$ cat src/rtl/score_pulse_tx_pkg.sv
// rtl/score_pulse_tx_pkg.sv - shared state encodings, default pulse timings and timer sizing
package score_pulse_tx_pkg;

    typedef enum logic [1:0] {
        ST_IDLE = 2'd0,
        ST_HIGH = 2'd1,
        ST_LOW  = 2'd2
    } pulse_state_t;

    localparam int DEF_PULSE_HIGH_CYC = 50000;
    localparam int DEF_PULSE_LOW_CYC  = 50000;
    localparam int DEF_PEND_W         = 4;

    // One timer serves both phases, so it is sized for the longer of the two.
    function automatic int timer_width(input int hi_cyc, input int lo_cyc);
        int m;
        m = (hi_cyc > lo_cyc) ? hi_cyc : lo_cyc;
        return (m < 2) ? 1 : $clog2(m + 1);
    endfunction

endpackage

$ cat src/rtl/score_pulse_tx.sv
// rtl/score_pulse_tx.sv - queues score strobes and emits one clean high/low pulse per event
module score_pulse_tx
    import score_pulse_tx_pkg::*;
#(
    parameter int PULSE_HIGH_CYC = DEF_PULSE_HIGH_CYC,
    parameter int PULSE_LOW_CYC  = DEF_PULSE_LOW_CYC,
    parameter int PEND_W         = DEF_PEND_W
) (
    input  logic              clk,
    input  logic              rst_n,
    input  logic              score_evt,
    input  logic              clear,
    output logic              pulse_out,
    output logic              busy,
    output logic [PEND_W-1:0] pending,
    output logic              overflow
);

    localparam int                 TMR_W     = timer_width(PULSE_HIGH_CYC, PULSE_LOW_CYC);
    localparam logic [TMR_W-1:0]   HIGH_LOAD = TMR_W'(PULSE_HIGH_CYC);
    localparam logic [TMR_W-1:0]   LOW_LOAD  = TMR_W'(PULSE_LOW_CYC);
    localparam logic [TMR_W-1:0]   TMR_ONE   = TMR_W'(1);
    localparam logic [PEND_W-1:0]  PEND_ONE  = PEND_W'(1);
    localparam logic [PEND_W-1:0]  PEND_MAX  = '1;

    pulse_state_t      r_state, w_state_nxt;
    logic              r_pulse, w_pulse_nxt;
    logic              r_busy;
    logic [TMR_W-1:0]  r_timer, w_timer_nxt;
    logic [PEND_W-1:0] r_pending, w_pending_nxt;
    logic              r_overflow, w_overflow_nxt;
    logic              w_timer_last;
    logic              w_slot;
    logic              w_avail;
    logic              w_launch;

    // A clear discards the queue, so only a same-cycle strobe may launch then.
    assign w_timer_last = (r_timer == TMR_ONE);
    assign w_slot       = (r_state == ST_IDLE) || ((r_state == ST_LOW) && w_timer_last);
    assign w_avail      = score_evt || ((r_pending != '0) && !clear);
    assign w_launch     = w_slot && w_avail;

    always_comb begin
        w_state_nxt = r_state;
        w_pulse_nxt = r_pulse;
        w_timer_nxt = r_timer;
        case (r_state)
            ST_IDLE: begin
                if (w_launch) begin
                    w_state_nxt = ST_HIGH;
                    w_pulse_nxt = 1'b1;
                    w_timer_nxt = HIGH_LOAD;
                end
            end
            ST_HIGH: begin
                if (w_timer_last) begin
                    w_state_nxt = ST_LOW;
                    w_pulse_nxt = 1'b0;
                    w_timer_nxt = LOW_LOAD;
                end else begin
                    w_timer_nxt = r_timer - TMR_ONE;
                end
            end
            ST_LOW: begin
                if (w_timer_last) begin
                    if (w_launch) begin
                        w_state_nxt = ST_HIGH;
                        w_pulse_nxt = 1'b1;
                        w_timer_nxt = HIGH_LOAD;
                    end else begin
                        w_state_nxt = ST_IDLE;
                        w_pulse_nxt = 1'b0;
                        w_timer_nxt = '0;
                    end
                end else begin
                    w_timer_nxt = r_timer - TMR_ONE;
                end
            end
            default: begin
                w_state_nxt = ST_IDLE;
                w_pulse_nxt = 1'b0;
                w_timer_nxt = '0;
            end
        endcase
    end

    always_comb begin
        w_pending_nxt  = r_pending;
        w_overflow_nxt = r_overflow;
        if (clear) begin
            w_pending_nxt  = (score_evt && !w_launch) ? PEND_ONE : '0;
            w_overflow_nxt = 1'b0;
        end else if (score_evt && !w_launch) begin
            if (r_pending == PEND_MAX) begin
                w_overflow_nxt = 1'b1;
            end else begin
                w_pending_nxt = r_pending + PEND_ONE;
            end
        end else if (!score_evt && w_launch) begin
            w_pending_nxt = r_pending - PEND_ONE;
        end
    end

    always_ff @(posedge clk or negedge rst_n) begin
        if (!rst_n) begin
            r_state    <= ST_IDLE;
            r_pulse    <= 1'b0;
            r_busy     <= 1'b0;
            r_timer    <= '0;
            r_pending  <= '0;
            r_overflow <= 1'b0;
        end else begin
            r_state    <= w_state_nxt;
            r_pulse    <= w_pulse_nxt;
            r_busy     <= (w_state_nxt != ST_IDLE);
            r_timer    <= w_timer_nxt;
            r_pending  <= w_pending_nxt;
            r_overflow <= w_overflow_nxt;
        end
    end

    assign pulse_out = r_pulse;
    assign busy      = r_busy;
    assign pending   = r_pending;
    assign overflow  = r_overflow;

endmodule

$ cat config.mk
export PLATFORM = sky130hd
export DESIGN_NAME = score_pulse_tx
export DESIGN_NICKNAME = d
export VERILOG_FILES = /design/src/rtl/score_pulse_tx_pkg.sv /design/src/rtl/score_pulse_tx.sv
export SDC_FILE = /design/constraint.sdc
export NUM_CORES = 1
export LEC_CHECK = 0
export BUFFER_PORTS_ARGS = -buffer_cell sky130_fd_sc_hd__buf_2
export CORE_AREA = 8 8 89 91
export DETAILED_ROUTE_END_ITERATION = 12
export DIE_AREA = 0 0 97 99
export HOLD_SLACK_MARGIN = 0.02
export PLACE_DENSITY_LB_ADDON = 0.08
export REMOVE_ABC_BUFFERS = 1
export SYNTH_ARGS = -nofsm -noshare
export SYNTH_HDL_FRONTEND = slang
export SYNTH_SLANG_ARGS = --single-unit
export TNS_END_PERCENT = 50
$ cat constraint.sdc
create_clock -name clk -period 2.9 [get_ports clk]
set_input_delay 0.29 -clock clk [delete_from_list [all_inputs] [get_ports clk]]
set_output_delay 0.29 -clock clk [all_outputs]
set_load 0.005 [all_outputs]
; ---- Yosys cells after proc, flatten, opt, wreduce, memory -nomap -nowiden
; Index checks and enable logic that the tools add are counted.
; Widths: inputs -> output; s select.
[op_classes]
addsub = 3
n_eq_ne = 8
muxes = 23
reduce_logical = 19
[op_table]
columns = op, n
row1 = $mux 16, 4
row2 = $pmux 16 s3, 1
row3 = $eq 16x1->1 const B, 1
row4 = $mux 4, 4
row5 = $sub 16x1->16 const B, 1
row6 = $mux 1, 9
row7 = $mux 2, 3
row8 = $ne 2x2->1 const B, 3
row9 = $pmux 2 s3, 1
row10 = $reduce_bool 2->1, 3
row11 = $logic_and 1x1->1, 5
row12 = $add 4x1->4 const B, 1
row13 = $eq 4x4->1 const B, 1
row14 = $reduce_and 2->1, 2
row15 = $reduce_bool 4->1, 1
row16 = $sub 4x1->4 const B, 1
row17 = $logic_not 1->1, 3
row18 = $ne 3x3->1 const B, 1
row19 = $pmux 1 s3, 1
row20 = $reduce_and 3->1, 1
row21 = $reduce_bool 3->1, 1
row22 = $eq 2x1->1 const B, 1
row23 = $eq 2x2->1 const B, 1
row24 = $logic_not 2->1, 1
row25 = $logic_or 1x1->1, 2
[totals]
ff_bits = 25
wordCells = 59

; ---- Logic depth before layout (Yosys ltp)
; Gate-level depths: netlist of run 1.
[depth]
depth_word = 8
mapped_depth = 12
depth_no_buf = 12

; ---- Least setup slack after synthesis of run 1
; Ideal clock, no wire load.
[synth_path]
kind = reg-to-reg
startpoint = reg r_timer[1]
endpoint = reg r_pending[3] (netlist: pending[3])
arrival_ns = 2.452
t_required_ns = 2.831
setup_slack_ns = 0.379
stages_incl_launch_ff = 13
synth_period_minus_slack_ns = 2.521
cell_sequence = dfrtp_1 -> inv_1 -> ha_1 -> nor4b_1 -> nand4_1 -> and2_1 -> nand2_1 -> ha_1 -> o21a_1 -> o22ai_1 -> o221ai_1 -> or4_1 -> nand3_1
[synth_via]
elab_chain_cells = 8
word_cells_on_any_way = 12
cone_classes = eq/ne: 2 / mux: 2 / reduce/logical: 8
[synth_rtl]
columns = element, line_no
row1 = "start, declared", score_pulse_tx.sv:29  ; logic [TMR_W-1:0] r_timer, w_timer_nxt;
row2 = "start signal, assigned", score_pulse_tx.sv:116  ; r_timer <= w_timer_nxt;
row3 = $eq 16x1->1 *, score_pulse_tx.sv:38  ; assign w_timer_last = (r_timer == TMR_ONE);
row4 = $logic_and 1x1->1 *, score_pulse_tx.sv:39  ; assign w_slot = (r_state == ST_IDLE) || ((r_state == ST_LOW) && w_timer_last);
row5 = $logic_or 1x1->1 *, score_pulse_tx.sv:39
row6 = $logic_and 1x1->1 *, score_pulse_tx.sv:41  ; assign w_launch = w_slot && w_avail;
row7 = $logic_not 1->1, score_pulse_tx.sv:93  ; end else if (score_evt && !w_launch) begin
row8 = $logic_and 1x1->1, score_pulse_tx.sv:93
row9 = $ne 3x3->1 (no line) (tied with other cells), n/a
row10 = $reduce_and 2->1 (no line) / $mux 4 (equally long branches), n/a
row11 = "end signal, assigned", score_pulse_tx.sv:117  ; r_pending <= w_pending_nxt;
row12 = "end, declared", score_pulse_tx.sv:30  ; logic [PEND_W-1:0] r_pending, w_pending_nxt;
; Mark *: on every way between the ends. The rest lies on a longest branch, timed or not.
; A chain may end at the register's enable or synchronous reset.

; ---- Worst setup path in the final report of run 1
[layout_path]
startpoint = reg r_timer[12]
endpoint = reg r_pending[3] (netlist: pending[3])
; Same word-level chain as after synthesis.

==> impl_metrics.tcl, run 1 <==
set metrics [dict create \
    run_status "complete, no violations" \
    crit_end "pending[3]$_DFFE_PN0P_" \
    p_clk_frac 0.178 \
    grt_pass1_vias 1265 \
    fill_cells 713 \
    power_per_cell_area_mw_per_mm2 691 \
    synth_edf_count 0 \
    antenna_found_initial 0 \
    area_growth_pct 15.4 \
    dp_hpwl_mm 2.90 \
    ioPinCount 11 \
    layout_common_cells "26 x nor2_1, 25 x dfrtp_1, 17 x nand2_1, 11 x xnor2_1, 10 x buf_2" \
    async_flop_share 1.00 \
    cts_root_buffer "clkbuf_8" \
    period_share 0.923 \
    critPathMaxFanout 4 \
    synth_cell_type_count 46 \
    post_cts_buffers 0 \
    fin_cells 263 \
    pwr-share-comb 0.335 \
    critPathLaunchType "register" \
    ys_ff_latch 25 \
    cellLeakagePower_nw 0.709 \
    final_common_cell "nor2_1" \
    grt-ovfl-total 0 \
    setup_viol 0 \
    viasPerCell 4.90 \
    netlist_instances 168 \
    syn_area_mm2 0.00158 \
    multi_input_area_um2 927 \
    htree_num_levels 1 \
    fp.dieW_um 97 \
    power.switching_mw 0.501 \
    rsz0062_at_grt "no" \
    arrival_ns 2.89 \
    die_h_um 99 \
    core-area_mm2 0.00657 \
    ys_warn_count 0 \
    wl_per_cell_um 14.9 \
    finalCriticalPeriod_ns 2.68 \
    ant_nets 0 \
    dp_cells 259 \
    grt_pass1_wl_mm 6.46 \
    power.share.switching 0.397 \
    max_slew.worst_pin.slew_ns 0.603 \
    rows 30 \
    drt_iter0_drc 25 \
    path_class "reg -> reg" \
    clock_latency_ns 0.28 \
    startpoint "r_timer[12]$_DFFE_PN0P_" \
    ff2ff_setup_slack_ns 0.22 \
    wirelength_mm 3.93 \
    r2r-end "pending[3]$_DFFE_PN0P_" \
    worstSetupEndpointType "register" \
    cts.path.max_buffers 2 \
    drv_cap 0 \
    required_ns 3.11 \
    fmax_mhz 374 \
    die_area_mm2 0.00960 \
    cts_tree "yes" \
    antenna_cells 0 \
    slew_headroom 0.594 \
    grt_use_total 0.0811 \
    drc 0 \
    seq_area_um2 626 \
    ir_worst_vdd_uv 237 \
    reg2reg_from "r_timer[12]$_DFFE_PN0P_" \
    initial_core_util 0.241 \
    drive_gt1_frac 0.213 \
    setup_tns_ns 0 \
    synth_seq_area_share 0.396 \
    io_buffer_count 10 \
    clock-sinks 25 \
    drv_slew 0 \
    clk_pin_slew_worst_paths_ns 0.11 \
    drtPass1Iterations 4 \
    seqPwrFrac 0.486 \
    hold_viol_final 0 \
    grt_max_degree 26 \
    fin_skew_ns 0.0178 \
    place_congestion 0.849 \
    final_net_count 192 \
    avgSynthCellArea_um2 9.41 \
    dr_total_vias 1290 \
    r2r.worst_path.cells 10 \
    hold_class "in -> async" \
    internal-power_mw 0.759 \
    ys.flop_type "dfrtp_1" \
    cts_buffers 3 \
]
[power groups by stage]
stage               combinational [mW]  clock, mW  sequential [mW]
global placement                 0.423          0            0.610
detailed placement               0.426          0            0.611
CTS                              0.429      0.236            0.604
finish                           0.423      0.225            0.613
global route                     0.477      0.244            0.630
floorplan                        0.313          0            0.585
[final cells by class]
class	instances	area share
clock buffer	3	0.0226
clock inverter	1	0.00412
inverter	5	0.0103
multi-input combinational	132	0.509
sequential	25	0.343
tap	80	0.0549
timing repair buffer	17	0.0563
[flip-flops by register name, indices dropped and copies added, names as in the netlist]
signal     cells
pending        4
busy           1
pulse_out      1
r_state        2
r_timer       16
overflow       1
[synth_stat cells (2+ instances only)]
cell,instances,share of area
o21ai_1,3,0.0095
o21a_1,2,0.0095
nor2_1,26,0.062
nand2_1,17,0.040
o211a_1,2,0.013
nand2b_1,2,0.0079
nand3_1,3,0.0095
ha_1,4,0.032
nor4_2,5,0.040
o221a_2,2,0.014
inv_1,5,0.012
clkbuf_1,5,0.012
or3_4,2,0.014
o22ai_1,5,0.020
xor2_1,5,0.028
a31oi_1,3,0.012
xnor2_1,11,0.061
dfrtp_1,25,0.40
o21ai_0,9,0.029
nor3_1,4,0.013
nand4_1,3,0.012
[timing repair]
action,CTS,global route
endpoints found under the setup margin,0,1
hold buffers,0,0
resized for setup,0,2
endpoints found under the hold margin,0,0
[how the worst min path moves through the flow]
stage                                          to  cells past startpoint
after floorplan                    busy$_DFF_PN0_                      0
after global placement     r_timer[3]$_DFFE_PN0P_                      1
after detailed placement  r_timer[13]$_DFFE_PN0P_                      1
after CTS                  r_timer[5]$_DFFE_PN0P_                      1
after global routing       r_timer[5]$_DFFE_PN0P_                      1
final                      r_timer[5]$_DFFE_PN0P_                      1
[kinds of logic after synthesis]
family          count (synthesis)  share of synthesized area
simple gates                   75                      0.278
compound gates                 36                      0.173
fa+ha+maj                       5                     0.0380
flops                          25                      0.396
buf+inv                        11                     0.0269
xor+xnor                       16                     0.0887
[stage by stage]
| step | power, mW | util | hold slack, ns | setup WS (ns) | cell area (µm²) |
|---|---|---|---|---|---|
| floorplan | 0.898 | - | -0.00559 | 0.379 | 1560 |
| global placement | 1.03 | 0.268 | 0.347 | 0.241 | 1760 |
| detailed placement | 1.04 | 0.268 | 0.347 | 0.207 | 1760 |
| CTS | 1.27 | 0.275 | 0.0288 | 0.171 | 1810 |
| global route | 1.35 | 0.278 | 0.0588 | 0.0225 | 1820 |
| finish | 1.26 | 0.278 | 0.00879 | 0.224 | 1820 |
[worst max-delay path, cell delays in order, from the launching register on]
cell,delay [ns]
dfrtp_1,0.48
nor4_4,0.37
nand4_1,0.20
and2_1,0.20
nand2_1,0.12
ha_1,0.28
o21a_1,0.14
o22ai_1,0.16
o221ai_1,0.15
or4_1,0.43
nand3_1,0.08
[per-layer routing]
metal,vias to the layer above,global-route usage,wire [µm]
li1,631,-,-
met1,642,0.105,1920
met2,15,0.132,1890
met3,2,0.0140,91
met4,0,0.0284,25
met5,-,0,0
(Power assumes the default switching activity.)
==> inputs of run 2 (changes only) <==
--- a/config.mk
+++ b/config.mk
@@ -11,6 +11,7 @@
 export DIE_AREA = 0 0 97 99
 export HOLD_SLACK_MARGIN = 0.02
 export PLACE_DENSITY_LB_ADDON = 0.08
+export RECOVER_POWER = 100
 export REMOVE_ABC_BUFFERS = 1
 export SYNTH_ARGS = -nofsm -noshare
 export SYNTH_HDL_FRONTEND = slang
==> impl_metrics.tcl, run 2 (synthesis gave the netlist of run 1 again) <==
set metrics [dict create \
    run_status "complete, no violations" \
    ant_nets 0 \
    hold_viol_final 0 \
    ioPinCount 11 \
    required_ns 3.11 \
    design_area_mm2 0.00179 \
    grt_max_degree 26 \
    critPathMaxFanout 3 \
    rsz0062_at_grt "no" \
    cts.path.max_buffers 2 \
    final_net_count 192 \
    critPathLaunchType "register" \
    clk_pin_slew_worst_paths_ns 0.11 \
    hold_class "in -> async" \
    cts_hold_buf 0 \
    rows 30 \
    seq_area_um2 626 \
    fmax_mhz 373 \
    drv_cap 0 \
    fill_cells 720 \
    path_class "reg -> reg" \
    core-area_mm2 0.00657 \
    drive_gt1_frac 0.164 \
    die_area_mm2 0.00960 \
    cts_root_buffer "clkbuf_8" \
    drv_slew 0 \
    dp_hpwl_mm 2.90 \
    clock_latency_ns 0.28 \
    finalCriticalPeriod_ns 2.68 \
    setup_tns_ns 0 \
    drt_iter0_drc 33 \
    fin_skew_ns 0.0183 \
    initial_core_util 0.241 \
    cellLeakagePower_nw 0.685 \
    wirelength_mm 3.94 \
    ir_worst_vdd_uv 234 \
    place_congestion 0.849 \
    cts_buffers 3 \
    slew_headroom 0.0102 \
    arrival_ns 2.89 \
    layout_common_cells "26 x nor2_1, 25 x dfrtp_1, 17 x nand2_1, 11 x o21ai_0, 11 x xnor2_1" \
    setup_viol 0 \
    area_growth_pct 13.0 \
    fp.dieW_um 97 \
    viasPerCell 4.87 \
    power_per_cell_area_mw_per_mm2 700 \
    top_register "r_timer" \
    antenna_cells 0 \
    grt_pass1_wl_mm 6.46 \
    die_h_um 99 \
    drtPass1Iterations 4 \
    max_slew.worst_pin.slew_ns 1.48 \
    placedInstanceArea_mm2 0.00176 \
    antenna_found_initial 0 \
    grt_pass1_vias 1265 \
    grt-ovfl-total 0 \
    drc 0 \
    io_buffer_count 10 \
    worstSetupEndpointType "register" \
    wl_per_cell_um 15.0 \
    period_share 0.925 \
    cts_tree "yes" \
    multi_input_area_um2 903 \
    htree_num_levels 1 \
    ff2ff_setup_slack_ns 0.22 \
    largest_register_ffs 16 \
    clock-sinks 25 \
    dr_total_vias 1281 \
    grt_use_total 0.0811 \
    final_common_cell "nor2_1" \
]
==> run 2: cell type report <==
cell class              count  share of cell area
multi-input cells         132               0.506
flip-flops and latches     25               0.350
well taps                  80              0.0561
repair buffers             17              0.0498
clock buffers               3              0.0231
inverters                   5              0.0105
clock inverters             1             0.00420
==> run 2: repair_timing <==
action | CTS | global route
buffers inserted | 0 | 0
resized for setup | 0 | 2
setup endpoints to repair | 0 | 1
endpoints found under the hold margin | 0 | 0
==> run 2: final timing paths <==
path | startpoint | end | depth (start not counted)
setup / recovery | r_timer[1]$_DFFE_PN0P_ | pending[3]$_DFFE_PN0P_ | 12
hold / removal | rst_n | r_timer[5]$_DFFE_PN0P_ | 1
setup reg to reg | r_timer[1]$_DFFE_PN0P_ | pending[3]$_DFFE_PN0P_ | 12
hold reg to reg | overflow$_DFFE_PN0P_ | overflow$_DFFE_PN0P_ | 1
max in group asynchronous | rst_n | r_timer[14]$_DFFE_PN0P_ | 1
min in group clk | clear | pending[2]$_DFFE_PN0P_ | 2
==> run 2: worst max-delay path, stage by stage (launching register included) <==
cell	delay, ns
dfrtp_1	0.42
inv_1	0.11
ha_1	0.16
nor4b_2	0.18
nand4_1	0.18
and2_1	0.20
nand2_1	0.12
ha_1	0.28
o21a_1	0.14
o22ai_1	0.16
o221ai_1	0.15
or4_1	0.43
nand3_1	0.08
==> run 2: through the flow <==
stage,cells,power [mW],hold slack [ns],util,worst slack [ns]
6_report,263,1.25,0.344,0.272,0.218
5_1_grt,263,1.34,0.380,0.272,0.0219
4_1_cts,263,1.27,0.0288,0.275,0.171
3_5_place_dp,259,1.04,0.347,0.268,0.207
3_3_place_gp,259,1.03,0.347,0.268,0.241
2_1_floorplan,162,0.898,-0.00559,-,0.379
==> run 2: power by group <==
group,internal (mW),total [mW],switching [mW],leakage (nW)
clock,0.0977,0.225,0.127,0.0217
combinational,0.209,0.414,0.205,0.367
sequential,0.445,0.611,0.165,0.296
total,0.752,1.25,0.498,0.685
==> run 2: routing by layer <==
metal	track usage	vias up	wire, µm	part of all wire
met5	0	-	0	0
met4	0.0284	0	25	0.0063
met3	0.0140	2	77	0.020
met2	0.132	10	1880	0.48
met1	0.105	637	1950	0.50
li1	-	632	-	-
==> inputs of run 3 (changes only) <==
--- a/config.mk
+++ b/config.mk
@@ -10,7 +10,7 @@
 export DETAILED_ROUTE_END_ITERATION = 12
 export DIE_AREA = 0 0 97 99
 export HOLD_SLACK_MARGIN = 0.02
-export PLACE_DENSITY_LB_ADDON = 0.08
+export PLACE_DENSITY_LB_ADDON = 0.2
 export RECOVER_POWER = 100
 export REMOVE_ABC_BUFFERS = 1
 export SYNTH_ARGS = -nofsm -noshare
==> impl_metrics.tcl, run 3 (synthesis gave the netlist of run 1 again) <==
set metrics [dict create \
    run_status "complete, no violations" \
    arrival_ns 2.89 \
    max_slew.worst_pin.slew_ns 1.44 \
    final_net_count 191 \
    clock-sinks 25 \
    drtPass1Iterations 4 \
    io_buffer_count 10 \
    area_growth_pct 11.3 \
    p_clk_frac 0.175 \
    period_share 0.924 \
    top_register "r_timer" \
    fin_cells 262 \
    setup_tns_ns 0 \
    largest_register_ffs 16 \
    ant_nets 0 \
    wirelength_mm 3.72 \
    power.share.switching 0.387 \
    cts_buffers 3 \
    setup_viol 0 \
    antenna_found_initial 0 \
    dr_total_vias 1243 \
    internal-power_mw 0.746 \
    fp.dieW_um 97 \
    ioPinCount 11 \
    cts_tree "yes" \
    fill_cells 699 \
    clk_pin_slew_worst_paths_ns 0.09 \
    grt-ovfl-total 0 \
    clock_latency_ns 0.27 \
    finalCriticalPeriod_ns 2.68 \
    core-area_mm2 0.00657 \
    hold_class "in -> async" \
    grt_pass1_vias 1309 \
    cts.path.max_buffers 2 \
    post_cts_buffers 0 \
    drv_slew 0 \
    drv_cap 0 \
    ir_worst_vdd_uv 278 \
    rows 30 \
    initial_core_util 0.241 \
    die_h_um 99 \
    use_met2 0.133 \
    rsz0062_at_grt "no" \
    drc 0 \
    die_area_mm2 0.00960 \
    htree_num_levels 1 \
    fin_skew_ns 0.00463 \
    layout_common_cells "26 x nor2_1, 25 x dfrtp_1, 17 x nand2_1, 11 x xnor2_1, 10 x o21ai_0" \
    grt_pass1_wl_mm 6.44 \
    use_met3 0.0203 \
    grt_max_degree 26 \
    final_common_cell "nor2_1" \
    dp_hpwl_mm 2.66 \
    globalRouteMet1Util 0.102 \
    critPathLaunchType "register" \
    cts_root_buffer "clkbuf_8" \
    hold_viol_final 0 \
    seqPwrFrac 0.491 \
    power_per_cell_area_mw_per_mm2 692 \
    wl_per_cell_um 14.2 \
    dp_cells 258 \
    fmax_mhz 373 \
    drt_iter0_drc 34 \
    power.switching_mw 0.471 \
    post_cts_resized 0 \
    critPathMaxFanout 5 \
    antenna_cells 0 \
    grt.busiest_layer "met2" \
    worstSetupEndpointType "register" \
    slew_headroom 0.0420 \
    viasPerCell 4.74 \
    path_class "reg -> reg" \
    place_congestion 0.734 \
    ff2ff_setup_slack_ns 0.22 \
    grt_use_total 0.0796 \
    finalPower_mw 1.22 \
    design_area_mm2 0.00176 \
    pwr-share-comb 0.334 \
    cts_hold_buf 0 \
    cellLeakagePower_nw 0.678 \
    fin_util 0.268 \
    placedInstanceArea_mm2 0.00175 \
    drive_gt1_frac 0.148 \
    required_ns 3.11 \
]
run 3: cell types whose count changed in the layout (fill, tap and decap cells not counted), sizes merged:
| cell | delta |
|---|---|
| buf | -2 |
| clkbuf | +1 |
| clkinv | +1 |
| clkinvlp | -1 |
run 3: layout make-up:
type                       count  area [µm²]  area share
sequential                    25         626       0.356
inverter                       5        18.8      0.0107
tap                           80         100      0.0569
clock inverter                 1        5.00     0.00284
clock buffer                   3        41.3      0.0235
multi-input combinational    132         888       0.505
timing repair buffer          16        80.1      0.0455
run 3: stage by stage:
stage	setup WS, ns	hold slack [ns]
floorplan	0.379	-0.00559
global placement	0.302	0.346
detailed placement	0.234	0.343
CTS	0.188	0.0311
global route	0.0126	0.367
finish	0.219	0.340
run 3: per-layer routing:
layer  up-vias  routed length, µm
li1        632                  -
met1       588               1920
met2        21               1690
met3         2                 88
met4         0                 16
met5         -                  0
run 3: worst max-delay path, stage by stage (launching register included):
cell and delay [ns]:
dfrtp_1 0.45, nor4_1 0.40, nand4_1 0.21, and2_1 0.21
nand2_1 0.12, ha_1 0.28, o21a_1 0.13, o22ai_1 0.17
o221ai_1 0.14, or4_1 0.42, nand3_1 0.09
run 3: final timing paths:
path | from | to | depth (start not counted)
hold / removal | rst_n | r_timer[10]$_DFFE_PN0P_ | 1
setup reg to reg | r_timer[4]$_DFFE_PN0P_ | pending[3]$_DFFE_PN0P_ | 10
setup / recovery | r_timer[4]$_DFFE_PN0P_ | pending[3]$_DFFE_PN0P_ | 10
min in group clk | clear | pending[2]$_DFFE_PN0P_ | 2
hold reg to reg | overflow$_DFFE_PN0P_ | overflow$_DFFE_PN0P_ | 1
max in group asynchronous | rst_n | r_timer[8]$_DFFE_PN0P_ | 1
run 3: power groups by stage:
| stage | Clock (mW) | Combinational [mW] | Sequential [mW] |
|---|---|---|---|
| 3_5_place_dp | 0 | 0.418 | 0.612 |
| 4_1_cts | 0.227 | 0.424 | 0.604 |
| 2_1_floorplan | 0 | 0.313 | 0.585 |
| 3_3_place_gp | 0 | 0.417 | 0.612 |
| 6_report | 0.213 | 0.406 | 0.598 |
| 5_1_grt | 0.237 | 0.469 | 0.615 |
